<file path="src/rtl/lsu_pkg.sv">
// Shared types and helpers for the LSU memory master.
// The misalignment check is only used when LSU_MISALIGN_TRAP_EN is defined.
package lsu_pkg;

  typedef enum logic [1:0] {
    StIdle,
    StReq,
    StWait,
    StDone
  } lsu_state_e;

  localparam logic [2:0] LSU_OP_B  = 3'd0;
  localparam logic [2:0] LSU_OP_H  = 3'd1;
  localparam logic [2:0] LSU_OP_W  = 3'd2;
  localparam logic [2:0] LSU_OP_BU = 3'd4;
  localparam logic [2:0] LSU_OP_HU = 3'd5;

  // Byte-lane mask within a 4-lane word; shifted lanes fall off the top, they never wrap.
  function automatic logic [3:0] lane_mask(input logic [2:0] op, input logic [1:0] off);
    logic [3:0] mask;
    case (op)
      LSU_OP_B: mask = 4'b0001 << off;
      LSU_OP_H: mask = 4'b0011 << off;
      LSU_OP_W: mask = 4'b1111;
      default:  mask = 4'b0000;
    endcase
    return mask;
  endfunction

  // Size comes from op[1:0] for both loads and stores.
  function automatic logic misaligned(input logic [2:0] op, input logic [1:0] off);
    return ((op[1:0] == 2'd1) && (off == 2'd3)) || ((op[1:0] == 2'd2) && (off != 2'd0));
  endfunction

endpackage

</file>
<file path="src/rtl/lsu_mem_master_if.sv">
// Data-memory request/response bus between the LSU (master) and data memory (slave).
interface lsu_mem_master_if #(
  parameter int unsigned ADDR_W = 32,
  parameter int unsigned DATA_W = 32
);
  logic              mem_valid;
  logic              mem_ready;
  logic              mem_wen;
  logic [2:0]        mem_readop;
  logic [7:0]        mem_wmask;
  logic [ADDR_W-1:0] mem_raddr;
  logic [ADDR_W-1:0] mem_waddr;
  logic [DATA_W-1:0] mem_wdata;
  logic              mem_rvalid;
  logic [DATA_W-1:0] mem_rdata;

  modport master (
    output mem_valid, mem_wen, mem_readop, mem_wmask, mem_raddr, mem_waddr, mem_wdata,
    input  mem_ready, mem_rvalid, mem_rdata
  );

  modport slave (
    input  mem_valid, mem_wen, mem_readop, mem_wmask, mem_raddr, mem_waddr, mem_wdata,
    output mem_ready, mem_rvalid, mem_rdata
  );
endinterface

</file>
<file path="src/rtl/lsu_store_align.sv">
// Store alignment: byte-lane mask and lane-shifted store data from op and address offset.
module lsu_store_align
  import lsu_pkg::*;
#(
  parameter int unsigned DATA_W = 32
) (
  input  logic [2:0]        op,
  input  logic [1:0]        off,
  input  logic [DATA_W-1:0] wdata,
  output logic [3:0]        wmask,
  output logic [DATA_W-1:0] wdata_shifted
);

  assign wmask         = lane_mask(op, off);
  assign wdata_shifted = wdata << {off, 3'b000};

endmodule

</file>
<file path="src/rtl/lsu_mem_master.sv">
// Load/store initiator: one access in flight, IDLE->REQ->WAIT->DONE handshake to data memory.
// Define LSU_MISALIGN_TRAP_EN to trap misaligned accesses without issuing them to memory.
module lsu_mem_master
  import lsu_pkg::*;
#(
  parameter int unsigned ADDR_W = 32,
  parameter int unsigned DATA_W = 32
) (
  input  logic              clk,
  input  logic              rst_n,
  input  logic              in_valid,
  output logic              in_ready,
  input  logic              in_wen,
  input  logic [2:0]        in_op,
  input  logic [ADDR_W-1:0] in_addr,
  input  logic [DATA_W-1:0] in_wdata,
  output logic              out_valid,
  input  logic              out_ready,
  output logic [DATA_W-1:0] out_rdata,
  output logic              out_err,
  lsu_mem_master_if.master  mem
);

  lsu_state_e        state_q;
  logic              in_ready_q;
  logic              mem_valid_q;
  logic              out_valid_q;
  logic              out_err_q;
  logic [DATA_W-1:0] out_rdata_q;
  logic              wen_q;
  logic [2:0]        op_q;
  logic [ADDR_W-1:0] addr_q;
  logic [DATA_W-1:0] wdata_q;

  logic              acc_misaligned;
  logic [3:0]        lane_wmask;
  logic [DATA_W-1:0] lane_wdata;
  logic [DATA_W-1:0] resp_data;

`ifdef LSU_MISALIGN_TRAP_EN
  assign acc_misaligned = misaligned(in_op, in_addr[1:0]);
`else
  assign acc_misaligned = 1'b0;
`endif

  lsu_store_align #(
    .DATA_W(DATA_W)
  ) u_store_align (
    .op           (op_q),
    .off          (addr_q[1:0]),
    .wdata        (wdata_q),
    .wmask        (lane_wmask),
    .wdata_shifted(lane_wdata)
  );

  // Stores complete on the write-ack but report no data.
  assign resp_data = wen_q ? '0 : mem.mem_rdata;

  always_ff @(posedge clk) begin
    if (!rst_n) begin
      state_q     <= StIdle;
      in_ready_q  <= 1'b0;
      mem_valid_q <= 1'b0;
      out_valid_q <= 1'b0;
      out_err_q   <= 1'b0;
      out_rdata_q <= '0;
      wen_q       <= 1'b0;
      op_q        <= 3'd0;
      addr_q      <= '0;
      wdata_q     <= '0;
    end else begin
      unique case (state_q)
        StIdle: begin
          in_ready_q <= 1'b1;
          if (in_valid && in_ready_q) begin
            wen_q       <= in_wen;
            op_q        <= in_op;
            addr_q      <= in_addr;
            wdata_q     <= in_wdata;
            in_ready_q  <= 1'b0;
            out_err_q   <= acc_misaligned;
            out_rdata_q <= '0;
            if (acc_misaligned) begin
              out_valid_q <= 1'b1;
              state_q     <= StDone;
            end else begin
              mem_valid_q <= 1'b1;
              state_q     <= StReq;
            end
          end
        end
        StReq: begin
          if (mem.mem_ready) begin
            mem_valid_q <= 1'b0;
            if (mem.mem_rvalid) begin
              out_rdata_q <= resp_data;
              out_valid_q <= 1'b1;
              state_q     <= StDone;
            end else begin
              state_q <= StWait;
            end
          end
        end
        StWait: begin
          if (mem.mem_rvalid) begin
            out_rdata_q <= resp_data;
            out_valid_q <= 1'b1;
            state_q     <= StDone;
          end
        end
        StDone: begin
          // in_ready is low here, so a new request cannot be taken in the release cycle.
          if (out_ready) begin
            out_valid_q <= 1'b0;
            in_ready_q  <= 1'b1;
            state_q     <= StIdle;
          end
        end
        default: state_q <= StIdle;
      endcase
    end
  end

  assign in_ready       = in_ready_q;
  assign out_valid      = out_valid_q;
  assign out_rdata      = out_rdata_q;
  assign out_err        = out_err_q;

  assign mem.mem_valid  = mem_valid_q;
  assign mem.mem_wen    = wen_q;
  assign mem.mem_readop = wen_q ? 3'd0 : op_q;
  assign mem.mem_raddr  = addr_q;
  assign mem.mem_waddr  = {addr_q[ADDR_W-1:2], 2'b00};
  assign mem.mem_wmask  = {4'b0000, (wen_q ? lane_wmask : 4'b0000)};
  assign mem.mem_wdata  = wen_q ? lane_wdata : '0;

endmodule

</file>
<file path="src/flat_wrapper.sv">
// flat-port wrapper written by rule: the top's interface ports become plain ports
module lsu_mem_master_flat import lsu_pkg::*;
#(
  parameter int unsigned ADDR_W = 32,
  parameter int unsigned DATA_W = 32
)
  (clk, rst_n, in_valid, in_ready, in_wen, in_op, in_addr, in_wdata, out_valid, out_ready, out_rdata, out_err, mem_mem_valid, mem_mem_wen, mem_mem_readop, mem_mem_wmask, mem_mem_raddr, mem_mem_waddr, mem_mem_wdata, mem_mem_ready, mem_mem_rvalid, mem_mem_rdata);
  lsu_mem_master_if #(.ADDR_W(ADDR_W), .DATA_W(DATA_W)) mem_i ();
  input  logic clk;
  input  logic rst_n;
  input  logic in_valid;
  output logic in_ready;
  input  logic in_wen;
  input  logic [2:0] in_op;
  input  logic [ADDR_W-1:0] in_addr;
  input  logic [DATA_W-1:0] in_wdata;
  output logic out_valid;
  input  logic out_ready;
  output logic [DATA_W-1:0] out_rdata;
  output logic out_err;
  output wire logic [$bits(mem_i.mem_valid)-1:0] mem_mem_valid;
  output wire logic [$bits(mem_i.mem_wen)-1:0] mem_mem_wen;
  output wire logic [$bits(mem_i.mem_readop)-1:0] mem_mem_readop;
  output wire logic [$bits(mem_i.mem_wmask)-1:0] mem_mem_wmask;
  output wire logic [$bits(mem_i.mem_raddr)-1:0] mem_mem_raddr;
  output wire logic [$bits(mem_i.mem_waddr)-1:0] mem_mem_waddr;
  output wire logic [$bits(mem_i.mem_wdata)-1:0] mem_mem_wdata;
  input wire logic [$bits(mem_i.mem_ready)-1:0] mem_mem_ready;
  input wire logic [$bits(mem_i.mem_rvalid)-1:0] mem_mem_rvalid;
  input wire logic [$bits(mem_i.mem_rdata)-1:0] mem_mem_rdata;
  assign mem_mem_valid = mem_i.mem_valid;
  assign mem_mem_wen = mem_i.mem_wen;
  assign mem_mem_readop = mem_i.mem_readop;
  assign mem_mem_wmask = mem_i.mem_wmask;
  assign mem_mem_raddr = mem_i.mem_raddr;
  assign mem_mem_waddr = mem_i.mem_waddr;
  assign mem_mem_wdata = mem_i.mem_wdata;
  assign mem_i.mem_ready = mem_mem_ready;
  assign mem_i.mem_rvalid = mem_mem_rvalid;
  assign mem_i.mem_rdata = mem_mem_rdata;
  lsu_mem_master #(.ADDR_W(ADDR_W), .DATA_W(DATA_W)) u_core (.clk(clk), .rst_n(rst_n), .in_valid(in_valid), .in_ready(in_ready), .in_wen(in_wen), .in_op(in_op), .in_addr(in_addr), .in_wdata(in_wdata), .out_valid(out_valid), .out_ready(out_ready), .out_rdata(out_rdata), .out_err(out_err), .mem(mem_i));
endmodule
</file>
<file path="config.mk">
export PLATFORM = sky130hd
export DESIGN_NAME = lsu_mem_master_flat
export DESIGN_NICKNAME = d
export VERILOG_FILES = /design/src/rtl/lsu_pkg.sv /design/src/rtl/lsu_mem_master_if.sv /design/src/rtl/lsu_store_align.sv /design/src/rtl/lsu_mem_master.sv /design/src/flat_wrapper.sv
export SDC_FILE = /design/constraint.sdc
export NUM_CORES = 1
export LEC_CHECK = 0
export ABC_CLOCK_PERIOD_IN_PS = 1950
export BUFFER_PORTS_ARGS = -buffer_cell sky130_fd_sc_hd__buf_2
export CORE_MARGIN = 2
export CORE_UTILIZATION = 26
export CTS_CLUSTER_DIAMETER = 80
export DETAILED_ROUTE_END_ITERATION = 8
export PLACE_DENSITY_LB_ADDON = 0.25
export SKIP_LAST_GASP = 1
export SYNTH_ARGS = -nofsm -noshare
export SYNTH_HDL_FRONTEND = slang
export SYNTH_SLANG_ARGS = --single-unit
</file>
<file path="constraint.sdc">
create_clock -name clk -period 1.95 [get_ports clk]
set_input_delay 0 -clock clk [delete_from_list [all_inputs] [get_ports clk]]
set_output_delay 0 -clock clk [all_outputs]
set_load 0.05 [all_outputs]
</file>
==> results.toml <==
[outcome]
status = "completed"

[hold_path]
hp-class = "input pin to register"
holdPathStages = 5

[power_and_ir_drop]
p_leak_nw = 3.49
p_per_area_nw_per_um2 = 1160
vdd_ir_drop_max_mv = 0.734
power_mw = 8.77

[placement]
pre_cts_ws_ps = 64.1
dp.cells = 1035
io_buffers = 242
hpwl_um = 10200
place_congestion = 0.803

[layout]
final_layout_size_suffix_gt1_share_pct = 33.1
fin_util_pct = 41.8
fin_cells = 1159
fin_nets = 1037
antenna_cells = 0
nFillCells = 1806
syn_to_final_growth_pct = 57.1

[synth]
async_flop_share_pct = 0
seq_area_frac_synth_pct = 43.9
synth_cell_type_count = 32
yosys_register_bits = 105
netlist_instances = 627
synth_top_area_cell = "dfxtp_1"
synth-main-ff-cell = "dfxtp_1"
synth_edf_count = 0
synth_area_per_cell_um2 = 7.64
synth.area.top_cells = "dfxtp_1, nand2_1, a21oi_1"
ys_warn_count = 0
synth_top_area_share_pct = 43.9
syn_area_um2 = 4790

[grt]
grt_max_degree = 73
antenna_found_initial = 0
grt_pass1_vias = 4781
grt_overflow = 0
grt_use_total_pct = 15.4
grt_first_pass_wirelength_um = 24500

[floorplan]
die_y_um = 140
io_pins = 250
fp-row-count = 49
die_width_um = 140
design.die.area_um2 = 19500
initial_core_util_pct = 26.6
core_um2 = 18000

[worst_setup_path]
cp-start-kind = "register"
reg2regPathDepth = 9
arrival_ps = 2160
path_class = "register to register"
cp_max_fo = 16
required_ps = 2230
cp-end-kind = "register"

[route]
totalWireLength_um = 16200
dr.pass1.iters = 4
num_vias = 5142
wl_per_cell_um = 14.0
ant_nets = 0
viasPerCell = 4.44
remaining_drc_errors = 0
drt_iter0_drc = 222

[clock_tree]
clk_path_buf_depth = 2
clk_pin_slew_worst_paths_ps = 70
clock_latency_ps = 350
root_buffer = "clkbuf_16"
cts_tree = "built"
cts_buffers = 9
clock-sinks = 105
htree_levels = 3

[sta]
min_period_ps = 1880
setup_viol = 0
post-route-period-util_pct = 96.3
fin_ws_ps = 71.4
hold_viol = 0
skew_ps = 6.55
slew_viol_final = 0
fmaxAchievable_mhz = 532
final.setup.tns_ps = 0

[job]
drv_cap = 0
[synth_stat cells (all sizes together) (3+ instances only)]
cell type / instances
dfxtp: 105
mux2: 8
o21ai: 41
mux2i: 16
and2: 16
nor2b: 10
a21oi: 74
nand2b: 3
o211a: 8
nor2: 19
clkbuf: 35
nand3: 34
ha: 5
nand2: 187
inv: 3
buf: 49
a211oi: 4
[power by group]
group	switching (mW)	internal, mW	total (mW)
clock	0.811	1.28	2.09
combinational	2.67	1.24	3.91
sequential	0.263	2.50	2.76
[area by class of cell]
cell class / count / area, µm² / area share, %
timing repair buffer: 366 / 2490 / 33.1
inverter: 3 / 11.3 / 0.150
clock inverter: 5 / 104 / 1.38
tap: 229 / 287 / 3.81
sequential: 105 / 2110 / 28.0
multi-input combinational: 441 / 2280 / 30.4
clock buffer: 10 / 239 / 3.17
[critical path, cell delays in order (launching register included)]
cell and delay [ps]:
dfxtp_4 370, inv_1 70, ha_1 320, nor2b_1 160
a2111oi_4 260, buf_4 210, buf_4 120, buf_12 140
nand3_1 90, o21ai_0 80
[final timing paths]
path | slack (ps) | from | endpoint
worst min register to register | 450 | u_core.out_rdata[30]$_SDFFE_PN0P_ | u_core.out_rdata[30]$_SDFFE_PN0P_
worst max-delay path | 70 | u_core.state_q[0]$_SDFFE_PN0P_ | u_core.out_rdata[17]$_SDFFE_PN0P_
worst max register to register | 70 | u_core.state_q[0]$_SDFFE_PN0P_ | u_core.out_rdata[17]$_SDFFE_PN0P_
worst min-delay path | 80 | out_ready | u_core.in_ready$_SDFFE_PN0P_
[layer usage]
metal	up-vias	track usage [%]	routed length [µm]
met1	2346	19.2	7130
met2	179	26.2	8010
met4	0	3.16	72
met3	6	4.85	1030
li1	2611	-	-
met5	-	0	0
[what timing repair did]
action / CTS / global route
hold buffers: 101 / 0
setup endpoints to repair: 0 / 46
resized for setup: 0 / 10
setup buffers: 0 / 4
hold endpoints to repair: 102 / 0
[per-stage QoR]
stage                     instance area (µm²)  hold WS [ps]
after floorplan                          4850           130
after global placement                   6080           214
after detailed placement                 6080           220
after CTS                                7430          57.6
after global routing                     7530           112
final                                    7530          79.3
[registers in the layout, indices dropped and copies added, names as in the netlist]
name	flops
u_core.mem.mem_raddr	32
u_core.out_rdata	32
u_core.wdata_q	32
u_core.op_q	3
u_core.state_q	2
u_core.in_ready	1
u_core.mem.mem_valid	1
u_core.mem.mem_wen	1
u_core.out_valid	1
[kinds of logic (layout without fill, tap and decap cells)]
family	after synthesis	in the layout	synth area share (%)
AND/OR/NAND/NOR	273	273	24.0
flip-flops	105	105	43.9
other	1	7	0.0783
AO/OA/AOI/OAI	132	132	15.6
multiplexers	24	24	5.22
adder cells (fa/ha/maj)	5	5	1.31
buffers and inverters	87	384	9.95
[placed cells by master, fill, tap and decap left out, types with 3 or more instances in the layout]
master,synthesis,routed
mux2_2,8,8
ha_1,5,5
clkbuf_16,0,10
buf_4,37,14
dfxtp_1,105,103
nor2_2,0,10
a21oi_1,74,74
buf_2,8,242
nand2b_1,3,3
dlygate4sd3_1,0,101
o21ai_1,5,5
nor2b_1,10,9
o211a_1,8,8
buf_12,0,6
nor2_1,19,9
mux2i_1,16,16
and2_1,16,16
nand2_1,187,187
conb_1,1,7
nand3_1,34,33
o21ai_0,36,36
bufinv_16,0,3
Power figures use the tool's default switching activity.
